===== src/rtl/debounce_pkg.sv =====
// Shared types and constants for the multi-channel debouncer.
// Latency: n/a (package only).
// Backpressure: n/a (package only).
//
// Contents:
//   state_t    per-channel qualification state
//   cnt_width  counter width helper (never returns 0)
//   DEF_*      default parameter values used by debounce_multi / debounce_ch
package debounce_pkg;

  typedef enum logic [1:0] {
    IDLE_LO = 2'd0,
    WAIT_HI = 2'd1,
    IDLE_HI = 2'd2,
    WAIT_LO = 2'd3
  } state_t;

  localparam int DEF_N_CH        = 4;
  localparam int DEF_SYNC_STAGES = 2;
  localparam int DEF_STABLE_CYC  = 16;
  localparam int DEF_LONG_CYC    = 1000;

  // Bits needed to hold values 0..n-1, with a floor of one bit.
  function automatic int cnt_width(input int n);
    return (n < 2) ? 1 : $clog2(n);
  endfunction

endpackage


===== src/rtl/debounce_ch.sv =====
// One debounce channel: synchroniser, stability counter FSM, edge pulses, optional hold detector.
// Latency: level/pulse registered SYNC_STAGES+STABLE_CYC posedges after a stable input change.
// Backpressure: none; free-running, outputs are always valid.
//
// Optional feature: define DEBOUNCE_LONGPRESS_EN to build the long-press hold counter.
//
// Ports:
//   clk         in   system clock, posedge
//   clr         in   synchronous active-low clear
//   btn         in   raw input, asynchronous to clk
//   level       out  debounced level
//   rise        out  one-cycle pulse on level 0->1
//   fall        out  one-cycle pulse on level 1->0
//   long_press  out  one-cycle pulse when level has been high LONG_CYC cycles (0 without macro)
module debounce_ch
  import debounce_pkg::*;
#(
  parameter int SYNC_STAGES = DEF_SYNC_STAGES,
  parameter int STABLE_CYC  = DEF_STABLE_CYC,
  parameter int LONG_CYC    = DEF_LONG_CYC
) (
  input  logic clk,
  input  logic clr,
  input  logic btn,
  output logic level,
  output logic rise,
  output logic fall,
  output logic long_press
);

  if (SYNC_STAGES < 2 || STABLE_CYC < 2 || LONG_CYC < 1) begin : g_bad_param
    $error("debounce_ch: SYNC_STAGES>=2, STABLE_CYC>=2 and LONG_CYC>=1 are required");
  end

  localparam int CW = cnt_width(STABLE_CYC);
  localparam logic [CW-1:0] CNT_LAST = CW'(STABLE_CYC - 1);

  // ---------------- synchroniser ----------------
  logic [SYNC_STAGES-1:0] sync_q;
  logic                   s;

  always_ff @(posedge clk) begin
    if (!clr) begin
      sync_q <= '0;
    end else begin
      sync_q <= {sync_q[SYNC_STAGES-2:0], btn};
    end
  end

  assign s = sync_q[SYNC_STAGES-1];

  // ---------------- qualification FSM ----------------
  state_t          state_q, state_d;
  logic [CW-1:0]   cnt_q, cnt_d;
  logic            level_q, level_d;
  logic            rise_q, rise_d;
  logic            fall_q, fall_d;

  always_ff @(posedge clk) begin
    if (!clr) begin
      state_q <= IDLE_LO;
      cnt_q   <= '0;
      level_q <= 1'b0;
      rise_q  <= 1'b0;
      fall_q  <= 1'b0;
    end else begin
      state_q <= state_d;
      cnt_q   <= cnt_d;
      level_q <= level_d;
      rise_q  <= rise_d;
      fall_q  <= fall_d;
    end
  end

  // The counter is cleared on every state exit, so it can never run past CNT_LAST.
  always_comb begin
    state_d = state_q;
    cnt_d   = cnt_q;
    level_d = level_q;
    rise_d  = 1'b0;
    fall_d  = 1'b0;
    unique case (state_q)
      IDLE_LO: begin
        if (s) begin
          state_d = WAIT_HI;
          cnt_d   = CW'(1);
        end
      end
      WAIT_HI: begin
        if (!s) begin
          state_d = IDLE_LO;
          cnt_d   = '0;
        end else if (cnt_q == CNT_LAST) begin
          state_d = IDLE_HI;
          cnt_d   = '0;
          level_d = 1'b1;
          rise_d  = 1'b1;
        end else begin
          cnt_d = cnt_q + CW'(1);
        end
      end
      IDLE_HI: begin
        if (!s) begin
          state_d = WAIT_LO;
          cnt_d   = CW'(1);
        end
      end
      WAIT_LO: begin
        if (s) begin
          state_d = IDLE_HI;
          cnt_d   = '0;
        end else if (cnt_q == CNT_LAST) begin
          state_d = IDLE_LO;
          cnt_d   = '0;
          level_d = 1'b0;
          fall_d  = 1'b1;
        end else begin
          cnt_d = cnt_q + CW'(1);
        end
      end
      default: begin
        state_d = IDLE_LO;
        cnt_d   = '0;
      end
    endcase
  end

  assign level = level_q;
  assign rise  = rise_q;
  assign fall  = fall_q;

  // ---------------- long-press hold counter ----------------
`ifdef DEBOUNCE_LONGPRESS_EN
  localparam int HW = cnt_width(LONG_CYC + 1);
  localparam logic [HW-1:0] HOLD_LAST = HW'(LONG_CYC);
  localparam logic [HW-1:0] HOLD_FIRE = HW'(LONG_CYC - 1);

  logic [HW-1:0] hold_q, hold_d;
  logic          lp_q, lp_d;

  always_ff @(posedge clk) begin
    if (!clr) begin
      hold_q <= '0;
      lp_q   <= 1'b0;
    end else begin
      hold_q <= hold_d;
      lp_q   <= lp_d;
    end
  end

  // Cleared on the accepted rise only: a bounce that drops WAIT_LO back into
  // IDLE_HI is still the same press and must not re-arm the pulse.
  // Saturating at LONG_CYC gives exactly one pulse per press.
  always_comb begin
    hold_d = hold_q;
    lp_d   = 1'b0;
    if (rise_d) begin
      hold_d = '0;
    end else if ((state_q == IDLE_HI || state_q == WAIT_LO) && hold_q != HOLD_LAST) begin
      hold_d = hold_q + HW'(1);
      lp_d   = (hold_q == HOLD_FIRE);
    end
  end

  assign long_press = lp_q;
`else
  assign long_press = 1'b0;
`endif

endmodule


===== src/rtl/debounce_multi.sv =====
// Multi-channel button/switch debouncer: N_CH independent debounce_ch instances.
// Latency: SYNC_STAGES+STABLE_CYC posedges from a stable input change to btn_out/rise/fall.
// Backpressure: none; outputs are level/pulse signals with no handshake.
//
// Optional feature: define DEBOUNCE_LONGPRESS_EN to enable long_press (tied 0 otherwise).
//
// Ports:
//   clk         in   [1]     system clock, posedge
//   clr         in   [1]     synchronous active-low clear
//   btn_in      in   [N_CH]  raw bouncing inputs, asynchronous to clk
//   btn_out     out  [N_CH]  debounced levels
//   rise        out  [N_CH]  one-cycle pulse per channel on btn_out 0->1
//   fall        out  [N_CH]  one-cycle pulse per channel on btn_out 1->0
//   long_press  out  [N_CH]  one-cycle pulse per press held LONG_CYC cycles
module debounce_multi
  import debounce_pkg::*;
#(
  parameter int N_CH        = DEF_N_CH,
  parameter int SYNC_STAGES = DEF_SYNC_STAGES,
  parameter int STABLE_CYC  = DEF_STABLE_CYC,
  parameter int LONG_CYC    = DEF_LONG_CYC
) (
  input  logic            clk,
  input  logic            clr,
  input  logic [N_CH-1:0] btn_in,
  output logic [N_CH-1:0] btn_out,
  output logic [N_CH-1:0] rise,
  output logic [N_CH-1:0] fall,
  output logic [N_CH-1:0] long_press
);

  if (N_CH < 1) begin : g_bad_param
    $error("debounce_multi: N_CH must be at least 1");
  end

  for (genvar i = 0; i < N_CH; i++) begin : g_ch
    debounce_ch #(
      .SYNC_STAGES (SYNC_STAGES),
      .STABLE_CYC  (STABLE_CYC),
      .LONG_CYC    (LONG_CYC)
    ) u_ch (
      .clk        (clk),
      .clr        (clr),
      .btn        (btn_in[i]),
      .level      (btn_out[i]),
      .rise       (rise[i]),
      .fall       (fall[i]),
      .long_press (long_press[i])
    );
  end

endmodule


===== config.mk =====
export PLATFORM = sky130hd
export DESIGN_NAME = debounce_multi
export DESIGN_NICKNAME = d
export VERILOG_FILES = /design/src/rtl/debounce_pkg.sv /design/src/rtl/debounce_ch.sv /design/src/rtl/debounce_multi.sv
export SDC_FILE = /design/constraint.sdc
export NUM_CORES = 1
export LEC_CHECK = 0
export ABC_CLOCK_PERIOD_IN_PS = 2300
export CAP_MARGIN = 5
export CORE_AREA = 8 8 66 68
export DETAILED_ROUTE_END_ITERATION = 7
export DIE_AREA = 0 0 74 76
export GPL_TIMING_DRIVEN = 0
export PLACE_DENSITY_LB_ADDON = 0.05
export SLEW_MARGIN = 5
export SYNTH_ARGS = -nofsm -noshare
export SYNTH_HDL_FRONTEND = slang
export SYNTH_HIERARCHICAL = 1
export SYNTH_SLANG_ARGS = --single-unit
export TNS_END_PERCENT = 1

===== constraint.sdc =====
create_clock -name clk -period 2.3 [get_ports clk]
set_input_delay 0.575 -clock clk [delete_from_list [all_inputs] [get_ports clk]]
set_output_delay 0.575 -clock clk [all_outputs]
set_load 0.05 [all_outputs]

==> impl_metrics.csv <==
group,metric,value,unit
status,outcome,"completed",
floorplanning,die_area,5620,um2
synth,synthTopCellsByCount,"dfxtp_1, nand3_1, a21oi_1, nand2_1, inv_1",
floorplanning,start_util,0.554,
global_routing,via_count_of_the_first_global_routing_pass,1450,
sta,rsz_0062_raised_after_global_routing,"no",
synth,synth-main-ff-cell,"dfxtp_1",
place,dpl.hpwl,2680,um
floorplanning,io_pins,22,
finish,fin_cells,277,
worst_setup_path,worst-endpoint-required,1.73,ns
synth,seq_area_frac_synth,0.462,
sta,min_period_over_period,0.922,
sta,finalSetupTns,0,ns
route,drt_wl_total,3650,um
floorplanning,placementRows,22,
clocking,cts_setup_buffers,0,
sta,max_clock_freq,472,MHz
place,port_buffers,17,
synth,synth_enable_flop_cells,0,
synth,synth.most_common_cell,"dfxtp_1",
synth,gate_count_after_technology_mapping,204,
place,place_ws,0.0690,ns
power,p_int,1.07,mW
clocking,clk_pin_slew_worst_paths,0.12,ns
route,firstDrtPassIters,4,
sta,setup_viol_count_final,0,
place,finalWeightedCongestion,0.798,
synth,synthArstFlopShare,0,
power,p_sw_frac,0.248,
worst_setup_path,crit_path_end_kind,"output pin",
worst_setup_path,worst-r2r-setup-slack,0.92,ns
clocking,tritoncts_num_sinks,44,
worst_setup_path,crit_family,"buffers and inverters",
global_routing,grt.total_usage,0.138,
synth,yosysTopAreaCell,"dfxtp_1",
synth,ys_ff_latch,44,
global_routing,globalRoute.totalOverflow,0,
sta,finalHoldViolations,0,
sta,postLayoutSetupSlackWorst,0.179,ns
synth,synth.distinct_cells,24,
sta,relSlewSlack,0.492,
job,cap_viol_max_count,0,
synth,post_synth.cell_area_avg,9.35,um2
floorplanning,design.core.area,3440,um2
worst_setup_path,delay_contributed_by_the_slowest_stage_of_the_critical_path,0.82,ns
power,combinational_power_share,0.115,
global_routing,grt_first_pass_wirelength,6390,um
floorplanning,die_height,76,um
power,peakVddDrop,0.000644,V
route,detail_route.drc_violations,0,
finish,area_delta_synth_final,16.1,%
route,avgRoutedWirePerCell,13.2,um
clocking,clock_tree.buffer_depth,2,
global_routing,antenna_violations_before_repair,0,
power,total_leakage_power,0.826,nW
synth,yosysWarningCount,6,
worst_setup_path,cp_cell_sequence,"clkdlybuf4s50_1",
place,placed_cells_incl_taps,269,
synth,synthesis.nets,214,
clocking,tritoncts,"done",
clocking,numCtsBuffers,5,
sta,max_slew_violation_count,0,
worst_setup_path,setup.worst_path.start_class,"register",
route,ant_nets,0,
power,seqPwrFrac,0.564,
power,power_per_cell_area,644,nW/um2
sta,worst_slew_pin_slew,0.760,ns
worst_setup_path,crit_path_max_fanout,3,
clocking,cts_hold_repair.buffers,0,
worst_setup_path,critPathArrivalTime,1.55,ns
finish,post_route_cells_drive_above_1_share,0.135,
finish,antenna-diode-count,0,
worst_setup_path,timing.critical_path.buf_inv,1,
synth,ys_top_cells_by_area,"dfxtp_1, nand3_1, a21oi_1",
sta,skew,0.0141,ns
finish,final_net_count,238,
synth,post_synth_instance_area,1910,um2
clocking,root_buffer,"clkbuf_4",
clocking,clkLatencyLatePin,0.33,ns
route,vias_per_cell,5.44,
sta,final_critical_path_required_period,2.12,ns
global_routing,grt_max_degree,25,
synth,share_of_the_synthesized_area_in_the_top_cell_type,0.462,
route,route.vias.total,1507,
route,initialDrtViolationCount,152,
min_path,hp-class,"register to register",
power,power_switching,353,uW
power,power_frac_clock,0.321,
worst_setup_path,path_class,"register to output pin",
floorplanning,fp.dieW,74,um
clocking,cts_htree_levels,2,
clocking,cts_repair_resize_count,0,
worst_setup_path,slowest_stage,"clkdlybuf4s50_1",
[layout make-up]
class	count	area, um2
clock buffers	6	41.3
fillers	316	1230
well taps	48	60.1
multi-input cells	136	911
plain buffers	12	70.1
repair buffers	17	170
inverters	12	45.0
flip-flops and latches	44	881
clock inverters	2	35.0
[power by group through the flow]
| stage | clock [mW] | sequential [mW] | combinational, mW |
|---|---|---|---|
| 6_report | 0.458 | 0.803 | 0.164 |
| 5_1_grt | 0.508 | 0.807 | 0.176 |
| 4_1_cts | 0.473 | 0.803 | 0.165 |
| 3_5_place_dp | 0 | 0.820 | 0.164 |
| 3_3_place_gp | 0 | 0.818 | 0.160 |
| 2_1_floorplan | 0 | 0.858 | 0.0749 |
[final timing paths]
| path | from | endpoint | cells past startpoint |
|---|---|---|---|
| hold reg to reg | g_ch[3].u_ch/sync_q[0]$_SDFF_PN0_ | g_ch[3].u_ch/sync_q[1]$_SDFF_PN0_ | 1 |
| setup reg to reg | g_ch[2].u_ch/cnt_q[0]$_SDFFE_PN0P_ | g_ch[2].u_ch/rise$_SDFF_PN0_ | 4 |
| hold / removal | g_ch[3].u_ch/sync_q[0]$_SDFF_PN0_ | g_ch[3].u_ch/sync_q[1]$_SDFF_PN0_ | 1 |
| setup / recovery | g_ch[1].u_ch/level$_SDFFE_PN0P_ | btn_out[1] | 1 |
[per-layer routing]
metal  global-route usage  part of all wire
met1                0.168              0.45
met2                0.219              0.48
met3               0.0500             0.062
met4               0.0360            0.0096
met5                    0                 0
[logic make-up after synthesis]
| group | count (synthesis) | synth area share |
|---|---|---|
| adder cells (fa/ha/maj) | 4 | 0.0262 |
| other | 4 | 0.00787 |
| AND/OR/NAND/NOR | 76 | 0.231 |
| AO/OA/AOI/OAI | 40 | 0.142 |
| buffers and inverters | 24 | 0.0604 |
| XOR/XNOR | 12 | 0.0709 |
| flip-flops | 44 | 0.462 |
[cell usage in the layout (no fill, tap or decap), drive strengths merged]
| master | instances |
|---|---|
| dfxtp | 44 |
| nor3b | 8 |
| nand2 | 16 |
| clkdlybuf4s50 | 17 |
| a21oi | 20 |
| a211oi | 4 |
| nand3 | 24 |
| clkbuf | 6 |
| and4 | 4 |
| clkinv | 1 |
| and4b | 4 |
| nor2 | 8 |
| a31oi | 4 |
| o31ai | 4 |
| o2111ai | 4 |
| xor2 | 8 |
| ha | 4 |
| conb | 4 |
| nand4 | 4 |
| o211ai | 4 |
| buf | 12 |
| bufinv | 1 |
| and2 | 8 |
| xnor2 | 4 |
| inv | 12 |
[metrics by stage]
stage	hold WS (ns)	utilization	cell area, um2	power (mW)
2_1_floorplan	0.412	-	1910	0.932
3_3_place_gp	0.416	0.621	2140	0.978
3_5_place_dp	0.420	0.621	2140	0.985
4_1_cts	0.445	0.643	2210	1.44
5_1_grt	0.465	0.643	2210	1.49
6_report	0.441	0.643	2210	1.42
[state kept, by name, summed over array words and instances, names as in the netlist, named ones only]
| register | count |
|---|---|
| g_ch.u_ch/sync_q | 8 |
| g_ch.u_ch/rise | 4 |
| g_ch.u_ch/level | 4 |
| g_ch.u_ch/state_q | 4 |
| g_ch.u_ch/fall | 4 |
| g_ch.u_ch/cnt_q | 16 |
No activity file was read; power rests on OpenSTA's default activity.
